--- config.mk ---
export PLATFORM = sky130hd
export DESIGN_NAME = scalar_wb_arbiter_flat
export DESIGN_NICKNAME = d
export VERILOG_FILES = /design/src/rtl/scalar_wb_arbiter_if.sv /design/src/rtl/scalar_wb_arbiter.sv /design/src/flat_wrapper.sv
export SDC_FILE = /design/constraint.sdc
export NUM_CORES = 1
export LEC_CHECK = 0
export BUFFER_PORTS_ARGS = -buffer_cell sky130_fd_sc_hd__clkbuf_2
export CORE_MARGIN = 5
export CORE_UTILIZATION = 60
export CTS_BUF_LIST = sky130_fd_sc_hd__clkbuf_4
export CTS_CLUSTER_DIAMETER = 100
export DETAILED_ROUTE_END_ITERATION = 12
export GPL_ROUTABILITY_DRIVEN = 0
export PLACE_DENSITY = 0.86
export SYNTH_ARGS = -nofsm -noshare
export SYNTH_HDL_FRONTEND = slang
export SYNTH_SLANG_ARGS = --single-unit
--- constraint.sdc ---
create_clock -name clk_i -period 5.1 [get_ports clk_i]
set_input_delay 0.255 -clock clk_i [delete_from_list [all_inputs] [get_ports clk_i]]
set_output_delay 0.255 -clock clk_i [all_outputs]
set_load 0.03 [all_outputs]
--- src/rtl/scalar_wb_arbiter_if.sv ---
// Scalar write-back arbiter: result struct package and bus interface.
// The stats ports exist only when WB_ARB_STATS_EN is defined.

package scalar_wb_pkg;
    typedef struct packed {
        logic        valid;
        logic [1:0]  fu;
        logic [3:0]  rob_id;
        logic [4:0]  rd;
        logic        regfile_we;
        logic [31:0] pc;
        logic [31:0] result;
    } exe_wb_scalar_instr_t;
endpackage

interface scalar_wb_arbiter_if #(
    parameter int MUL_FIFO_DEPTH = 4,
    parameter int DIV_FIFO_DEPTH = 2
);
    import scalar_wb_pkg::*;

    logic                              flush_i;
    exe_wb_scalar_instr_t              alu_instr_i;
    exe_wb_scalar_instr_t              mul_instr_i;
    exe_wb_scalar_instr_t              div_instr_i;
    exe_wb_scalar_instr_t              instruction_o;
    logic                              mul_stall_o;
    logic                              div_stall_o;
    logic [$clog2(MUL_FIFO_DEPTH):0]   mul_cnt_o;
    logic [$clog2(DIV_FIFO_DEPTH):0]   div_cnt_o;
`ifdef WB_ARB_STATS_EN
    logic [31:0]                       conflict_cycles_o;
    logic [$clog2(MUL_FIFO_DEPTH):0]   max_mul_occ_o;
`endif

    // Arbiter side
    modport slave (
        input  flush_i, alu_instr_i, mul_instr_i, div_instr_i,
        output instruction_o, mul_stall_o, div_stall_o, mul_cnt_o, div_cnt_o
`ifdef WB_ARB_STATS_EN
        , output conflict_cycles_o, max_mul_occ_o
`endif
    );

    // Execution-unit / write-back side
    modport master (
        output flush_i, alu_instr_i, mul_instr_i, div_instr_i,
        input  instruction_o, mul_stall_o, div_stall_o, mul_cnt_o, div_cnt_o
`ifdef WB_ARB_STATS_EN
        , input conflict_cycles_o, max_mul_occ_o
`endif
    );
endinterface

--- src/rtl/scalar_wb_arbiter.sv ---
// Scalar write-back arbiter: merges ALU, MUL and DIV results onto one port.
// Fixed priority ALU > MUL FIFO > MUL bypass > DIV FIFO > DIV bypass.
// MUL/DIV results that lose arbitration are buffered in per-source FIFOs.
// Optional statistics outputs are enabled by defining WB_ARB_STATS_EN.

module scalar_wb_arbiter
    import scalar_wb_pkg::*;
#(
    parameter int MUL_FIFO_DEPTH = 4,
    parameter int DIV_FIFO_DEPTH = 2,
    parameter int MUL_INFLIGHT   = 2
) (
    input  logic                 clk_i,
    input  logic                 rstn_i,
    scalar_wb_arbiter_if.slave   bus
);
    localparam int MPW = $clog2(MUL_FIFO_DEPTH);
    localparam int MCW = MPW + 1;
    localparam int DPW = $clog2(DIV_FIFO_DEPTH);
    localparam int DCW = DPW + 1;

    localparam logic [MPW-1:0] MP_ONE  = 1;
    localparam logic [MCW-1:0] MC_ONE  = 1;
    localparam logic [MCW-1:0] MC_FULL = MCW'(MUL_FIFO_DEPTH);
    localparam logic [DPW-1:0] DP_ONE  = 1;
    localparam logic [DCW-1:0] DC_ONE  = 1;
    localparam logic [DCW-1:0] DC_FULL = DCW'(DIV_FIFO_DEPTH);

    exe_wb_scalar_instr_t r_mul_mem [MUL_FIFO_DEPTH];
    exe_wb_scalar_instr_t r_div_mem [DIV_FIFO_DEPTH];
    logic [MPW-1:0]       r_mul_wr, r_mul_rd;
    logic [DPW-1:0]       r_div_wr, r_div_rd;
    logic [MCW-1:0]       r_mul_cnt;
    logic [DCW-1:0]       r_div_cnt;
    logic                 r_mul_stall, r_div_stall;

    logic                 w_flush;
    logic                 w_alu_v, w_mul_in_v, w_div_in_v;
    logic                 w_mul_head_v, w_div_head_v;
    logic                 w_g_alu, w_g_mul_head, w_g_mul_byp, w_g_div_head, w_g_div_byp;
    logic                 w_mul_push, w_mul_pop, w_mul_full, w_mul_wr_en;
    logic                 w_div_push, w_div_pop, w_div_full, w_div_wr_en;
    logic [MCW-1:0]       w_mul_cnt_nxt;
    logic [DCW-1:0]       w_div_cnt_nxt;
    logic                 w_mul_stall_nxt, w_div_stall_nxt;
    exe_wb_scalar_instr_t w_out;

    // Grant decode, FIFO push/pop qualification and next-state counts
    always_comb begin
        w_flush      = bus.flush_i;
        w_alu_v      = bus.alu_instr_i.valid;
        w_mul_in_v   = bus.mul_instr_i.valid;
        w_div_in_v   = bus.div_instr_i.valid;
        w_mul_head_v = (r_mul_cnt != '0);
        w_div_head_v = (r_div_cnt != '0);

        w_g_alu      = w_alu_v;
        w_g_mul_head = !w_alu_v && w_mul_head_v;
        w_g_mul_byp  = !w_alu_v && !w_mul_head_v && w_mul_in_v;
        w_g_div_head = !w_alu_v && !w_mul_head_v && !w_mul_in_v && w_div_head_v;
        w_g_div_byp  = !w_alu_v && !w_mul_head_v && !w_mul_in_v && !w_div_head_v && w_div_in_v;

        w_mul_full   = (r_mul_cnt == MC_FULL);
        w_mul_pop    = w_g_mul_head && !w_flush;
        w_mul_push   = w_mul_in_v && !w_g_mul_byp && !w_flush;
        // A push into a full FIFO is only legal when the head leaves in the same cycle
        w_mul_wr_en  = w_mul_push && (!w_mul_full || w_mul_pop);

        w_div_full   = (r_div_cnt == DC_FULL);
        w_div_pop    = w_g_div_head && !w_flush;
        w_div_push   = w_div_in_v && !w_g_div_byp && !w_flush;
        w_div_wr_en  = w_div_push && (!w_div_full || w_div_pop);

        w_mul_cnt_nxt = r_mul_cnt;
        if (w_flush)
            w_mul_cnt_nxt = '0;
        else if (w_mul_wr_en && !w_mul_pop)
            w_mul_cnt_nxt = r_mul_cnt + MC_ONE;
        else if (!w_mul_wr_en && w_mul_pop)
            w_mul_cnt_nxt = r_mul_cnt - MC_ONE;

        w_div_cnt_nxt = r_div_cnt;
        if (w_flush)
            w_div_cnt_nxt = '0;
        else if (w_div_wr_en && !w_div_pop)
            w_div_cnt_nxt = r_div_cnt + DC_ONE;
        else if (!w_div_wr_en && w_div_pop)
            w_div_cnt_nxt = r_div_cnt - DC_ONE;

        // Stall early enough to absorb the results still inside the multiplier
        w_mul_stall_nxt = !w_flush && ((int'(w_mul_cnt_nxt) + MUL_INFLIGHT) >= MUL_FIFO_DEPTH);
        w_div_stall_nxt = !w_flush && ((w_div_cnt_nxt != '0) || w_div_in_v);
    end

    // Output mux from the winning source; nothing is granted during a flush
    always_comb begin
        w_out = '0;
        if (!w_flush) begin
            if (w_g_alu)
                w_out = bus.alu_instr_i;
            else if (w_g_mul_head)
                w_out = r_mul_mem[r_mul_rd];
            else if (w_g_mul_byp)
                w_out = bus.mul_instr_i;
            else if (w_g_div_head)
                w_out = r_div_mem[r_div_rd];
            else if (w_g_div_byp)
                w_out = bus.div_instr_i;
        end
    end

    // MUL result FIFO storage, pointers and occupancy
    always_ff @(posedge clk_i or negedge rstn_i) begin
        if (!rstn_i) begin
            for (int i = 0; i < MUL_FIFO_DEPTH; i++)
                r_mul_mem[i] <= '0;
            r_mul_wr  <= '0;
            r_mul_rd  <= '0;
            r_mul_cnt <= '0;
        end else if (w_flush) begin
            r_mul_wr  <= '0;
            r_mul_rd  <= '0;
            r_mul_cnt <= '0;
        end else begin
            if (w_mul_wr_en) begin
                r_mul_mem[r_mul_wr] <= bus.mul_instr_i;
                r_mul_wr            <= r_mul_wr + MP_ONE;
            end
            if (w_mul_pop)
                r_mul_rd <= r_mul_rd + MP_ONE;
            r_mul_cnt <= w_mul_cnt_nxt;
        end
    end

    // DIV result FIFO storage, pointers and occupancy
    always_ff @(posedge clk_i or negedge rstn_i) begin
        if (!rstn_i) begin
            for (int i = 0; i < DIV_FIFO_DEPTH; i++)
                r_div_mem[i] <= '0;
            r_div_wr  <= '0;
            r_div_rd  <= '0;
            r_div_cnt <= '0;
        end else if (w_flush) begin
            r_div_wr  <= '0;
            r_div_rd  <= '0;
            r_div_cnt <= '0;
        end else begin
            if (w_div_wr_en) begin
                r_div_mem[r_div_wr] <= bus.div_instr_i;
                r_div_wr            <= r_div_wr + DP_ONE;
            end
            if (w_div_pop)
                r_div_rd <= r_div_rd + DP_ONE;
            r_div_cnt <= w_div_cnt_nxt;
        end
    end

    // Registered issue stalls
    always_ff @(posedge clk_i or negedge rstn_i) begin
        if (!rstn_i) begin
            r_mul_stall <= 1'b0;
            r_div_stall <= 1'b0;
        end else begin
            r_mul_stall <= w_mul_stall_nxt;
            r_div_stall <= w_div_stall_nxt;
        end
    end

    a_mul_no_overflow: assert property (@(posedge clk_i) disable iff (!rstn_i)
        !(w_mul_push && w_mul_full && !w_mul_pop));
    a_div_no_overflow: assert property (@(posedge clk_i) disable iff (!rstn_i)
        !(w_div_push && w_div_full && !w_div_pop));

`ifdef WB_ARB_STATS_EN
    logic [31:0]    r_conflict;
    logic [MCW-1:0] r_max_mul;
    logic [4:0]     w_cands;
    logic           w_conflict;

    // Contention is counted only when results are actually competing (not while flushing)
    always_comb begin
        w_cands    = {w_alu_v, w_mul_head_v, w_mul_in_v, w_div_head_v, w_div_in_v};
        w_conflict = !w_flush && ($countones(w_cands) > 1);
    end

    // Conflict counter and MUL occupancy high-water mark; only reset clears them
    always_ff @(posedge clk_i or negedge rstn_i) begin
        if (!rstn_i) begin
            r_conflict <= '0;
            r_max_mul  <= '0;
        end else begin
            if (w_conflict)
                r_conflict <= r_conflict + 32'd1;
            if (w_mul_cnt_nxt > r_max_mul)
                r_max_mul <= w_mul_cnt_nxt;
        end
    end

    assign bus.conflict_cycles_o = r_conflict;
    assign bus.max_mul_occ_o     = r_max_mul;
`endif

    assign bus.instruction_o = w_out;
    assign bus.mul_stall_o   = r_mul_stall;
    assign bus.div_stall_o   = r_div_stall;
    assign bus.mul_cnt_o     = r_mul_cnt;
    assign bus.div_cnt_o     = r_div_cnt;

endmodule

--- src/flat_wrapper.sv ---
// flat-port wrapper written by rule: the top's interface ports become plain ports
module scalar_wb_arbiter_flat import scalar_wb_pkg::*;
#(
    parameter int MUL_FIFO_DEPTH = 4,
    parameter int DIV_FIFO_DEPTH = 2,
    parameter int MUL_INFLIGHT   = 2
)
  (clk_i, rstn_i, bus_flush_i, bus_alu_instr_i, bus_mul_instr_i, bus_div_instr_i, bus_instruction_o, bus_mul_stall_o, bus_div_stall_o, bus_mul_cnt_o, bus_div_cnt_o);
  scalar_wb_arbiter_if #(.MUL_FIFO_DEPTH(MUL_FIFO_DEPTH), .DIV_FIFO_DEPTH(DIV_FIFO_DEPTH)) bus_i ();
  input  logic clk_i;
  input  logic rstn_i;
  input wire logic [$bits(bus_i.flush_i)-1:0] bus_flush_i;
  input wire logic [$bits(bus_i.alu_instr_i)-1:0] bus_alu_instr_i;
  input wire logic [$bits(bus_i.mul_instr_i)-1:0] bus_mul_instr_i;
  input wire logic [$bits(bus_i.div_instr_i)-1:0] bus_div_instr_i;
  output wire logic [$bits(bus_i.instruction_o)-1:0] bus_instruction_o;
  output wire logic [$bits(bus_i.mul_stall_o)-1:0] bus_mul_stall_o;
  output wire logic [$bits(bus_i.div_stall_o)-1:0] bus_div_stall_o;
  output wire logic [$bits(bus_i.mul_cnt_o)-1:0] bus_mul_cnt_o;
  output wire logic [$bits(bus_i.div_cnt_o)-1:0] bus_div_cnt_o;
  assign bus_i.flush_i = bus_flush_i;
  assign bus_i.alu_instr_i = bus_alu_instr_i;
  assign bus_i.mul_instr_i = bus_mul_instr_i;
  assign bus_i.div_instr_i = bus_div_instr_i;
  assign bus_instruction_o = bus_i.instruction_o;
  assign bus_mul_stall_o = bus_i.mul_stall_o;
  assign bus_div_stall_o = bus_i.div_stall_o;
  assign bus_mul_cnt_o = bus_i.mul_cnt_o;
  assign bus_div_cnt_o = bus_i.div_cnt_o;
  scalar_wb_arbiter #(.MUL_FIFO_DEPTH(MUL_FIFO_DEPTH), .DIV_FIFO_DEPTH(DIV_FIFO_DEPTH), .MUL_INFLIGHT(MUL_INFLIGHT)) u_core (.clk_i(clk_i), .rstn_i(rstn_i), .bus(bus_i));
endmodule
==> impl_metrics.py <==
metrics = {
    "synthesis": {
        "syn_inst": 1852,
        "synth_cell_types": 41,
        "yosysWarnings": 0,
        "ys_seq_elements": 475,
        "synth_flop_cell": "dfrtp_1",
        "synth_top_area_share": 0.506,
        "async_reset_ff_frac": 1.00,
        "synth_area_um2": 23500,
        "syn_avg_cell_area_um2": 12.7,
        "yosysTopAreaCell": "dfrtp_1",
        "synth-edff-count": 0,
        "synth_area_leaders": "dfrtp_1, mux2_2, mux4_2",
        "synth_fp_nets": 2095,
        "yosysSeqAreaShare": 0.506,
    },
    "power": {
        "p_switching_uw": 4570,
        "p_total_uw": 14300,
        "p_per_area_nw_per_um2": 499,
        "leakagePower_uw": 0.0135,
        "seq_power_share": 0.438,
        "pwr-share-comb": 0.314,
        "pwr-share-clk": 0.249,
        "switching_share": 0.319,
        "intPower_uw": 9770,
        "irDropWorstVdd_v": 0.000303,
    },
    "cells_and_area": {
        "layout-drive-gt1-share": 0.452,
        "finalInstanceArea_um2": 28800,
        "multi_input_area_um2": 10800,
        "fill_cells": 2428,
        "fin_nets": 2578,
        "utilization": 0.743,
        "layout_commonest_cell": "dfrtp_1",
        "area_growth_pct": 22.3,
        "layout_common_cells": "dfrtp_1, mux2_2, clkbuf_2",
        "register_area_um2": 11900,
    },
    "drt": {
        "drc": 0,
        "first_iter_violations": 1767,
        "wl_met2_mm": 35.6,
        "met1Wirelength_mm": 26.3,
        "ant_nets": 0,
        "wl_per_cell_um": 24.2,
        "vias": 18400,
        "wl_mm": 71.5,
        "vias_per_cell": 6.22,
        "met3_length_mm": 5.44,
        "routed.top_layer": "met5",
        "firstDrtPassIters": 8,
    },
    "global_routing": {
        "grt_pass1_wl_mm": 113,
        "grt_max_degree": 154,
        "grtUsageTotal": 0.329,
        "grt_antenna_before_repair": 17,
        "grt_pass1_vias": 20300,
        "grt_overflow_total": 0,
    },
    "critical_path": {
        "crit_path_start_kind": "flip-flop",
        "cp_top_family": "simple AND/OR/NAND/NOR gates",
        "arrival_ps": 3920,
        "critPathBufInv": 2,
        "critPathRequiredTime_ps": 4850,
        "max_stage_delay_ps": 990,
        "slowest_stage": "or2_4",
        "path_class": "reg2out",
        "critPathMaxFanout": 78,
        "cp_cell_sequence": "inv_1 > ha_1 > nor2b_1 > or2_4 > o21ai_0 > a21oi_1 > clkbuf_2",
        "end_kind": "output pin",
    },
    "clocking": {
        "clk_pin_slew_ps": 70,
        "htreeDepth": 4,
        "clockBufferDepth": 3,
        "clk_latency_ps": 820,
        "cts_tree": "done",
        "cts_setup_buffers": 0,
        "cts-root-buf": "clkbuf_4",
        "cts_sinks": 475,
        "cts_buffers": 130,
    },
    "sta": {
        "fmaxAchievable_mhz": 240,
        "tightest_slew_ps": 1170,
        "drv_slew": 0,
        "setup_ws_ps": 926,
        "rsz0062_at_grt": "no",
        "tns_ps": 0,
        "min_period_ps": 4170,
        "relSlewSlack": 0.219,
        "skew_ps": 48.0,
        "setup_viol": 0,
        "hold_violations": 0,
        "period_share": 0.819,
    },
    "floorplanning": {
        "dieArea_um2": 43200,
        "die_height_um": 208,
        "core-area_um2": 38700,
        "io_pins": 318,
        "initial_core_util": 0.607,
        "die_x_um": 208,
        "num_rows": 72,
    },
    "placement": {
        "pre_cts_slack_ps": 1240,
        "postPlaceCellArea_um2": 25500,
        "port_buffers": 317,
        "dp_hpwl_mm": 42.5,
    },
    "hold_path": {
        "holdCritPathClass": "in2async",
    },
    "flow_run": {
        "maxCapViolations": 0,
    },
    "outcome": {
        "outcome": "finished, final reports clean",
    },
}
## worst paths after layout
kind                                         startpoint                    end  slack (ps)  depth (start not counted)
worst max-delay path            u_core.bus.mul_cnt_o[1]  bus_instruction_o[72]         930                          7
worst min-delay path                             rstn_i  u_core.r_mul_mem[236]          70                          2
worst max register to register  u_core.bus.mul_cnt_o[1]   u_core.r_div_mem[27]        1200                          8
worst min register to register     u_core.r_div_mem[76]   u_core.r_div_mem[76]         470                          1
max in group asynchronous                        rstn_i        u_core.r_div_rd        3670                          3
min in group clk_i                  bus_alu_instr_i[76]     u_core.r_mul_rd[1]         130                          4
## sequential cells by signal, indices dropped and copies added, names as in the netlist
name	flops
u_core.r_mul_mem	308
u_core.r_div_mem	154
u_core.bus.mul_cnt_o	3
u_core.bus.div_cnt_o	2
u_core.r_mul_rd	2
u_core.r_mul_wr	2
u_core.bus.div_stall_o	1
u_core.bus.mul_stall_o	1
u_core.r_div_rd	1
u_core.r_div_wr	1
## cell type report
type | count | share of cell area
Clock buffer | 188 | 0.0491
Sequential cell | 475 | 0.414
Clock inverter | 26 | 0.00892
Inverter | 86 | 0.0112
Antenna cell | 15 | 0.00131
Tap cell | 518 | 0.0225
Timing Repair Buffer | 500 | 0.119
Multi-Input combinational cell | 1142 | 0.374
## synth_stat cells, drive strengths merged (2+ instances only)
library cell  instances
inv                  85
nand2                38
o221ai               43
a211oi               44
mux2i                81
nand2b                8
nor2b                 3
dfrtp               475
clkbuf              106
mux2                456
nor2                102
xnor2                 7
mux4                 77
nand3                34
nor3                  3
ha                    9
and2                  2
a31oi                 2
a311oi                2
buf                  43
nand3b                3
o21ai                68
a21oi               146
## per-stage QoR
step           hold WS [ps]  instances
6_report               68.3       2950
5_1_grt                64.6       2948
4_1_cts                32.0       2935
3_5_place_dp            325       2567
3_3_place_gp            309       2567
2_1_floorplan         -40.6       1852
## routing by layer
metal | GRT usage | vias up
met5 | 0 | -
li1 | - | 7779
met1 | 0.394 | 9326
met4 | 0.185 | 6
met3 | 0.0868 | 263
met2 | 0.545 | 977
## power by group through the flow
stage	Sequential (µW)	Clock (µW)	Combinational, µW
finish	6280	3570	4500
global route	6430	3850	4830
CTS	6200	3620	4440
detailed placement	6250	0	4320
global placement	6110	0	4130
floorplan	5900	0	3360
## what timing repair did
item,CTS,global route
endpoints found under the hold margin,548,0
endpoints found under the setup margin,0,0
hold buffers,154,0
gates resized for setup,0,0
## kinds of logic (layout without fill, tap and decap cells)
| group | Yosys count | after routing | synth area share |
|---|---|---|---|
| buf+inv | 235 | 800 | 0.0392 |
| fa+ha+maj | 9 | 9 | 0.00479 |
| mux | 614 | 614 | 0.331 |
| simple gates | 198 | 198 | 0.0363 |
| xor+xnor | 8 | 8 | 0.00298 |
| other cells | 0 | 15 | 0 |
| flops | 475 | 475 | 0.506 |
| compound gates | 313 | 313 | 0.0798 |
## worst register-to-register path: cells and delay by family, from the launching register on
kind	cells	cell delay [ps]
buffers and inverters	3	990
AND/OR/NAND/NOR	2	1440
multiplexers	2	620
adder cells (fa/ha/maj)	1	320
flip-flops	1	410
(Power assumes the default switching activity.)
